[src/rtl/main.sv]
// PS/2 keypad single-digit adder: receives scan codes, runs A + B = R entry FSM, drives six 7-seg displays.
// Optional build macro PS2_PARITY_CHECK_EN enables odd-parity frame rejection.
module main (
  input  logic       clk,
  input  logic       reset,
  input  logic       keyb_clk,
  input  logic       keyb_data,
  output logic [6:0] hex7,
  output logic [6:0] hex6,
  output logic [6:0] hex5,
  output logic [6:0] hex4,
  output logic [6:0] hex1,
  output logic [6:0] hex0
);

  localparam logic [6:0] BLANK = 7'h7F;

  typedef enum logic [1:0] {ENTER_A, ENTER_B, SHOW} state_t;

  function automatic logic [6:0] seg7(input logic [3:0] v);
    case (v)
      4'h0: seg7 = 7'h40;  4'h1: seg7 = 7'h79;
      4'h2: seg7 = 7'h24;  4'h3: seg7 = 7'h30;
      4'h4: seg7 = 7'h19;  4'h5: seg7 = 7'h12;
      4'h6: seg7 = 7'h02;  4'h7: seg7 = 7'h78;
      4'h8: seg7 = 7'h00;  4'h9: seg7 = 7'h10;
      4'hA: seg7 = 7'h08;  4'hB: seg7 = 7'h03;
      4'hC: seg7 = 7'h46;  4'hD: seg7 = 7'h21;
      4'hE: seg7 = 7'h06;  default: seg7 = 7'h0E;
    endcase
  endfunction

  // [0],[1] synchronize; [2] holds the previous synchronized clock for edge detection
  logic [2:0] r_kc;
  logic [1:0] r_kd;
  logic       w_kc_rise, w_kd;

  always_ff @(posedge clk) begin
    if (!reset) begin
      r_kc <= 3'b111;
      r_kd <= 2'b11;
    end else begin
      r_kc <= {r_kc[1:0], keyb_clk};
      r_kd <= {r_kd[0], keyb_data};
    end
  end

  assign w_kc_rise = r_kc[1] & ~r_kc[2];
  assign w_kd      = r_kd[1];

  logic        r_busy;
  logic [3:0]  r_bitcnt;
  logic [7:0]  r_shift;
  logic [11:0] r_tmo;
  logic        r_rx_vld;
  logic [7:0]  r_rx_byte;
  logic        w_par_ok;

`ifdef PS2_PARITY_CHECK_EN
  logic r_par;
  assign w_par_ok = ^{r_shift, r_par};
`else
  assign w_par_ok = 1'b1;
`endif

  // bitcnt 1..8 data, 9 parity, 10 stop
  always_ff @(posedge clk) begin
    if (!reset) begin
      r_busy    <= 1'b0;
      r_bitcnt  <= 4'd0;
      r_shift   <= 8'h00;
      r_tmo     <= 12'd0;
      r_rx_vld  <= 1'b0;
      r_rx_byte <= 8'h00;
`ifdef PS2_PARITY_CHECK_EN
      r_par     <= 1'b0;
`endif
    end else begin
      r_rx_vld <= 1'b0;
      if (w_kc_rise) begin
        r_tmo <= 12'd0;
        if (!r_busy) begin
          if (!w_kd) begin
            r_busy   <= 1'b1;
            r_bitcnt <= 4'd1;
          end
        end else if (r_bitcnt <= 4'd8) begin
          r_shift  <= {w_kd, r_shift[7:1]};
          r_bitcnt <= r_bitcnt + 4'd1;
        end else if (r_bitcnt == 4'd9) begin
`ifdef PS2_PARITY_CHECK_EN
          r_par    <= w_kd;
`endif
          r_bitcnt <= 4'd10;
        end else begin
          r_busy   <= 1'b0;
          r_bitcnt <= 4'd0;
          if (w_kd && w_par_ok) begin
            r_rx_vld  <= 1'b1;
            r_rx_byte <= r_shift;
          end
        end
      end else if (r_busy) begin
        if (r_tmo == 12'hFFF) begin
          r_busy   <= 1'b0;
          r_bitcnt <= 4'd0;
          r_tmo    <= 12'd0;
        end else begin
          r_tmo <= r_tmo + 12'd1;
        end
      end
    end
  end

  logic       w_is_digit, w_plus, w_equals, w_clear;
  logic [3:0] w_digit;

  always_comb begin
    w_is_digit = 1'b1;
    w_digit    = 4'd0;
    case (r_rx_byte)
      8'h70: w_digit = 4'd0;  8'h69: w_digit = 4'd1;
      8'h72: w_digit = 4'd2;  8'h7A: w_digit = 4'd3;
      8'h6B: w_digit = 4'd4;  8'h73: w_digit = 4'd5;
      8'h74: w_digit = 4'd6;  8'h6C: w_digit = 4'd7;
      8'h75: w_digit = 4'd8;  8'h7D: w_digit = 4'd9;
      default: w_is_digit = 1'b0;
    endcase
  end

  assign w_plus   = (r_rx_byte == 8'h79);
  assign w_equals = (r_rx_byte == 8'h55);
  assign w_clear  = (r_rx_byte == 8'h76);

  state_t     r_state, w_state;
  logic [3:0] r_a, r_b, w_a, w_b;
  logic [4:0] r_r, w_r;
  logic       r_av, r_bv, r_brk, r_code_vld;
  logic       w_av, w_bv, w_brk, w_code_vld;
  logic [7:0] r_code, w_code;

  always_comb begin
    w_state    = r_state;
    w_a        = r_a;
    w_b        = r_b;
    w_r        = r_r;
    w_av       = r_av;
    w_bv       = r_bv;
    w_brk      = r_brk;
    w_code     = r_code;
    w_code_vld = r_code_vld;
    if (r_rx_vld) begin
      w_code     = r_rx_byte;
      w_code_vld = 1'b1;
      if (r_brk) begin
        w_brk = 1'b0;
      end else if (r_rx_byte == 8'hF0) begin
        w_brk = 1'b1;
      end else if (w_clear) begin
        w_state = ENTER_A;
        w_a = 4'd0;  w_b = 4'd0;  w_r = 5'd0;
        w_av = 1'b0; w_bv = 1'b0;
      end else begin
        case (r_state)
          ENTER_A: begin
            if (w_is_digit) begin
              w_a  = w_digit;
              w_av = 1'b1;
            end else if (w_plus && r_av) begin
              w_state = ENTER_B;
            end
          end
          ENTER_B: begin
            if (w_is_digit) begin
              w_b  = w_digit;
              w_bv = 1'b1;
            end else if (w_equals && r_bv) begin
              w_r     = {1'b0, r_a} + {1'b0, r_b};
              w_state = SHOW;
            end
          end
          SHOW: begin
            if (w_is_digit) begin
              w_a = w_digit; w_av = 1'b1;
              w_b = 4'd0;    w_bv = 1'b0;
              w_r = 5'd0;
              w_state = ENTER_A;
            end else if (w_plus) begin
              w_b = 4'd0; w_bv = 1'b0;
              w_r = 5'd0;
              w_state = ENTER_B;
            end
          end
          default: w_state = ENTER_A;
        endcase
      end
    end
  end

  logic [3:0] w_tens, w_units;
  assign w_tens  = (w_r >= 5'd10) ? 4'd1 : 4'd0;
  assign w_units = (w_r >= 5'd10) ? 4'(w_r - 5'd10) : w_r[3:0];

  logic [6:0] r_hex7, r_hex6, r_hex5, r_hex4, r_hex1, r_hex0;

  // displays are built from next-state values so they land on the same edge as the key action
  always_ff @(posedge clk) begin
    if (!reset) begin
      r_state    <= ENTER_A;
      r_a        <= 4'd0;
      r_b        <= 4'd0;
      r_r        <= 5'd0;
      r_av       <= 1'b0;
      r_bv       <= 1'b0;
      r_brk      <= 1'b0;
      r_code     <= 8'h00;
      r_code_vld <= 1'b0;
      r_hex7 <= BLANK; r_hex6 <= BLANK; r_hex5 <= BLANK;
      r_hex4 <= BLANK; r_hex1 <= BLANK; r_hex0 <= BLANK;
    end else begin
      r_state    <= w_state;
      r_a        <= w_a;
      r_b        <= w_b;
      r_r        <= w_r;
      r_av       <= w_av;
      r_bv       <= w_bv;
      r_brk      <= w_brk;
      r_code     <= w_code;
      r_code_vld <= w_code_vld;
      r_hex7 <= w_code_vld ? seg7(w_code[7:4]) : BLANK;
      r_hex6 <= w_code_vld ? seg7(w_code[3:0]) : BLANK;
      r_hex5 <= w_av ? seg7(w_a) : BLANK;
      r_hex4 <= w_bv ? seg7(w_b) : BLANK;
      r_hex1 <= (w_state == SHOW) ? seg7(w_tens)  : BLANK;
      r_hex0 <= (w_state == SHOW) ? seg7(w_units) : BLANK;
    end
  end

  assign hex7 = r_hex7;
  assign hex6 = r_hex6;
  assign hex5 = r_hex5;
  assign hex4 = r_hex4;
  assign hex1 = r_hex1;
  assign hex0 = r_hex0;

endmodule

[config.mk]
export PLATFORM = sky130hd
export DESIGN_NAME = main
export DESIGN_NICKNAME = d
export VERILOG_FILES = /design/src/rtl/main.sv
export SDC_FILE = /design/constraint.sdc
export NUM_CORES = 1
export LEC_CHECK = 0
export CORE_MARGIN = 2
export CORE_UTILIZATION = 50
export DETAILED_ROUTE_END_ITERATION = 6
export GPL_TIMING_DRIVEN = 0
export PLACE_DENSITY = 0.73
export SLEW_MARGIN = 20
export SYNTH_ARGS = -nofsm -noshare
export SYNTH_HDL_FRONTEND = slang
export SYNTH_SLANG_ARGS = --single-unit
[constraint.sdc]
create_clock -name clk -period 3.75 [get_ports clk]
set_clock_uncertainty 0.05 [all_clocks]
set_input_delay 0.9375 -clock clk [delete_from_list [all_inputs] [get_ports clk]]
set_output_delay 0.9375 -clock clk [all_outputs]
set_load 0.02 [all_outputs]
# Word level (Yosys, flattened, before mapping)
# Memory sizes are Yosys's and may differ from the RTL's. A register that Yosys moved wholly into a read port is not among the register bits.
# Index checks and enable logic that the tools add are counted.
# totals
word_cells	150
n_memories	6
regBits	66
mem_bits_ro	672
# classes
muxes	72
order_cmp	2
n_reduce_logical	22
n_addsub	4
eq_ne	20
bitwise	7
# memory_table
name	depth	width	rd	rd_clocked_by_memory_dff	write_ports	line_no	source
(no name shown)	16	7	1	1	0	21	case (v)
(no name shown)	16	7	1	1	0	21	
(no name shown)	16	7	1	1	0	21	
(no name shown)	16	7	1	1	0	21	
(no name shown)	16	7	1	1	0	21	
(no name shown)	16	7	1	1	0	21	
# op_table
op	count
8-bit by 7-bit equality test with 1-bit output (second input constant)	13
4-bit two-way mux	21
5-bit two-way mux	8
4-bit case mux with 9 select lines	1
1-bit two-way mux	26
2-bit two-way mux	10
12-bit by 1-bit adder with 12-bit output (second input constant)	1
12-bit equality test (second input constant)	1
12-bit two-way mux	1
5-bit case mux with 2 select lines	1
10-bit OR reduction	1
8-bit equality test (second input constant)	1
8-bit two-way mux	1
4-bit case mux with 2 select lines	1
2-bit AND reduction	4
1-bit logical NOT	6
1-bit inverter	6
2-bit case mux with 3 select lines	1
3-bit AND reduction	2
4-bit by 4-bit adder with 5-bit output	1
5-bit by 4-bit greater-or-equal comparator with 1-bit output (second input constant)	1
5-bit AND reduction	1
5-bit OR reduction	1
4-bit by 1-bit adder with 4-bit output (second input constant)	1
12 further kinds	16

# Longest topological paths before layout
# logic_depth
ltp_word	12
mapped_depth	18
mapped_depth_nobuf	17

# Worst setup path before layout
# Ideal clock, no wire load.
# synth_path
kind	register to register
start	register r_rx_byte[1]
end	register r_hex0[0] (netlist: hex0[0])
period_less_slack_ns	3.632
stages_incl_launch_ff	18
setup_slack_ns	0.118
arrival_time_ns	3.459
path_cell_list	dfxtp_1 buf_6 or4b_4 o21bai_4 buf_8 nor3_2 nand3_1 o211ai_1 nor2_1 ha_1 a21oi_1 o31ai_1 inv_1 ha_1 nor2_1 nand3_1 mux2i_1 nor3_1
# synth_between
elab_chain_cells	12
# synth_rtl
element	line_no	source
from (decl)	56	logic [7:0] r_rx_byte;
from (signal assigned)	100	r_rx_byte <= r_shift;
parallel branches: the longest is 12 deep, another holds 4-bit subtractor	-	
to (decl)	204	logic [6:0] r_hex7, r_hex6, r_hex5, r_hex4, r_hex1, r_hex0;
# Parallel ways; which one is timed is not known.
# A chain may end at the register's enable or synchronous reset.

# Final worst setup path
# layout_path
start	register r_state[0]
end	register r_hex0[3] (netlist: hex0[3])
# layout_between
elab_chain_cells	10
# layout_rtl
element	line_no	source
from (decl)	135	state_t r_state, w_state;
from (signal assigned)	221	r_state <= w_state;
parallel branches: the longest is 10 deep, another holds 4-bit subtractor	-	
# Parallel ways; which one is timed is not known.

==> results.cfg <==
[run_status]
status = completed

[pwr]
p_per_area_nw_per_um2 = 328
internal-power_mw = 1.67
swShare_pct = 23.7
power_switching_uw = 517
peakVddDrop_uv = 383
clkPwrFrac_pct = 45.1
share_seq_of_total_power_pct = 50.2
p_leak_nw = 2.63
comb_power_share_pct = 4.7

[critical_path]
crit_family = compound AO/OA/AOI/OAI gates
r2r_start = r_state[0]
crit_slowest_cell = dfxtp_1
path_cells = inv_1, ha_2, nor2b_1, a41o_1, or2_1, o211ai_1, nor2_2, ha_4, a21oi_1, o31ai_4, buf_4, ha_1, nor3_1, o21bai_1, a31o_1
reg2reg_to = hex0[3]
crit_type = reg2reg
critPathRequiredTime_ns = 3.95
worst_setup_path_start_kind = register
cp_max_fo = 8
timing.critical_path.buf_inv = 2
ff2ff_path_depth = 15
r2r_slack_ns = 0.19
cp-end-kind = register
cpPeakStageDelay_ns = 0.40
arrival_ns = 3.76

[synthesis]
yosys_warnings = 0
synth.most_common_cell = dfxtp_1
synth_top_area_share_pct = 36.5
ys_ff_latch = 103
syn-cell-area_um2 = 5650
postSynthCellCount = 635
ys_seq_area_share_pct = 36.5
syn_area_per_cell_um2 = 8.90
synth-async-reset-ratio_pct = 0
synthTopCellsByCount = dfxtp_1 (103), nor2_1 (89), nand2_1 (50), ha_1 (43)
synth_area_leaders = dfxtp_1 (36%), ha_1 (9.5%), mux2i_1 (6.0%)
synth.distinct_cells = 86
synthFlopType = dfxtp_1
synth_edf_count = 0
yosysTopAreaCell = dfxtp_1
synth_nets = 683

[hold_path]
holdPathEnd = r_kc[1]
hold_depth = 1
worstHoldPathType = reg2reg
worstHoldStart = r_kc[0]

[finish]
seq_area_um2 = 2060
multi_input_area_um2 = 3360
finish.instance_area_um2 = 6670
diodes = 0
area_growth_pct = 18.0
layout-drive-gt1-share_pct = 11.6
fillers = 937
fin_nets = 743

[global_routing]
grt_pass1_wl_um = 20600
grt_start_max_net_pins = 20
grt_use_total_pct = 21.5
grt_pass1_vias = 4569
antenna_found_initial = 0
grt_overflow = 0

[placement]
place.gp.congestion = 0.945
dp_hpwl_um = 8950
port_buffers = 44
pre_cts_slack_ns = -0.467
place_area_um2 = 6270

[clock_tree]
ctsRootBufferMaster = clkbuf_16
cts_buffer_depth = 2
clkTransAtPathRegs_ns = 0.07
cts_buffers = 9
htree_levels = 3
cts_hold_buf = 0
cts_sinks = 103
cts_tree = done
clk_latency_ns = 0.36

[route]
dr.pass1.iters = 6
initialDrtViolationCount = 311
drc = 0
totalWireLength_um = 12300
drtAntennaViolNets = 0
vias = 4704
wl_per_cell_um = 14.6
vias_per_cell = 5.60

[sta]
fin_ws_ns = 0.190
slew_viol_final = 0
fmax_mhz = 281
slew-limit-headroom_pct = 38.8
setup-violations-final = 0
finalHoldViolations = 0
tightest_slew_ns = 0.915
min_period_ns = 3.56
fin_crit_sh_pct = 94.9

[die]
rows = 38
start_util_pct = 51.7
core-area_um2 = 10900
ioPinCount = 46
die_x_um = 110
die_h_um = 110
die_area_um2 = 12200

[job]
cap_violations = 0
[how the worst max path moves through the flow]
stage / cells past startpoint / from / to / slack (ns)
CTS: 18 / r_state[0] / hex0[0] / 0.0003
detailed placement: 17 / r_state[0] / hex0[0] / -0.47
floorplan: 17 / r_rx_byte[1] / hex0[0] / 0.12
global placement: 17 / r_state[0] / hex0[0] / -0.38
finish: 15 / r_state[0] / hex0[3] / 0.19
global route: 17 / r_rx_byte[1] / hex0[6] / -0.01
[layer usage]
metal | GRT usage [%] | vias to the layer above | wire length, um
met5 | 0 | - | 0
met4 | 8.93 | 0 | 259
met3 | 6.06 | 24 | 511
met2 | 35.2 | 113 | 5930
met1 | 26.4 | 2202 | 5580
li1 | - | 2365 | -
[state kept, by name, summed over array words and instances, names as in the netlist, 5 cells and up]
name       count
r_tmo         12
r_code         8
r_rx_byte      8
r_shift        8
hex0           7
hex4           7
hex5           7
hex6           7
hex7           7
r_r            5
[cell families (layout without fill, tap and decap cells)]
| kind of cell | Yosys count | count (layout) | synth area share [%] |
|---|---|---|---|
| AO/OA/AOI/OAI | 139 | 139 | 17.6 |
| XOR/XNOR | 15 | 15 | 2.32 |
| adder cells (fa/ha/maj) | 44 | 44 | 9.87 |
| buffers and inverters | 57 | 122 | 4.98 |
| flip-flops | 103 | 103 | 36.5 |
| multiplexers | 45 | 45 | 8.26 |
| other | 1 | 1 | 0.0663 |
| AND/OR/NAND/NOR | 231 | 231 | 20.5 |
[area by class of cell]
| type | instances | area share [%] |
|---|---|---|
| tap | 140 | 2.63 |
| clock buffer | 9 | 3.38 |
| multi-input combinational | 475 | 50.4 |
| inverter | 30 | 1.69 |
| buffer | 26 | 2.48 |
| sequential | 103 | 30.9 |
| clock inverter | 7 | 1.29 |
| timing repair buffer | 50 | 7.28 |
[timing repair]
action                     in CTS  in global routing
pin swaps                       1                  6
gates resized for setup         5                  9
setup endpoints to repair       7                 10
buffers inserted                1                  5
[stage by stage]
stage	total power [mW]	TNS, ns	hold WS, ns	std cells	util, %
floorplan	1.19	0	0.336	635	-
global placement	1.20	-1.99	0.341	819	57.3
detailed placement	1.21	-2.32	0.343	819	57.3
CTS	2.20	0	0.366	836	60.4
global route	2.27	-0.0187	0.381	840	61.0
finish	2.19	0	0.366	840	61.0
[power groups by stage]
stage	sequential [mW]	combinational (mW)	clock (mW)
after floorplan	1.12	0.0631	0
after global placement	1.12	0.0808	0
after detailed placement	1.12	0.0827	0
after CTS	1.10	0.0900	1.01
after global routing	1.10	0.113	1.06
final	1.10	0.103	0.985
[cells in the final DEF, fill, tap and decap left out, types with 4 or more instances in the layout]
| cell | netlist | layout |
|---|---|---|
| inv_1 | 30 | 29 |
| ha_1 | 43 | 40 |
| clkdlybuf4s50_1 | 0 | 44 |
| dfxtp_1 | 103 | 103 |
| o311ai_0 | 5 | 5 |
| and3_1 | 4 | 4 |
| nand2b_1 | 14 | 14 |
| nor2b_1 | 5 | 5 |
| clkbuf_16 | 0 | 9 |
| nor3_1 | 15 | 15 |
| nand4_1 | 6 | 6 |
| mux2_2 | 10 | 10 |
| nand3_1 | 11 | 11 |
| xor2_1 | 7 | 7 |
| xnor2_1 | 8 | 8 |
| a21oi_2 | 2 | 5 |
| a21oi_1 | 34 | 31 |
| o22ai_1 | 4 | 4 |
| o211ai_1 | 5 | 5 |
| clkbuf_1 | 10 | 9 |
| a221o_1 | 6 | 6 |
| o21ai_0 | 24 | 23 |
| and2_1 | 4 | 4 |
| nor2_1 | 89 | 86 |
| mux2i_1 | 34 | 34 |
| buf_4 | 7 | 13 |
| a211oi_1 | 4 | 4 |
| buf_2 | 4 | 4 |
| nand2_1 | 50 | 50 |
| o221ai_1 | 9 | 9 |
| a21o_1 | 6 | 6 |
(Power assumes the default switching activity.)
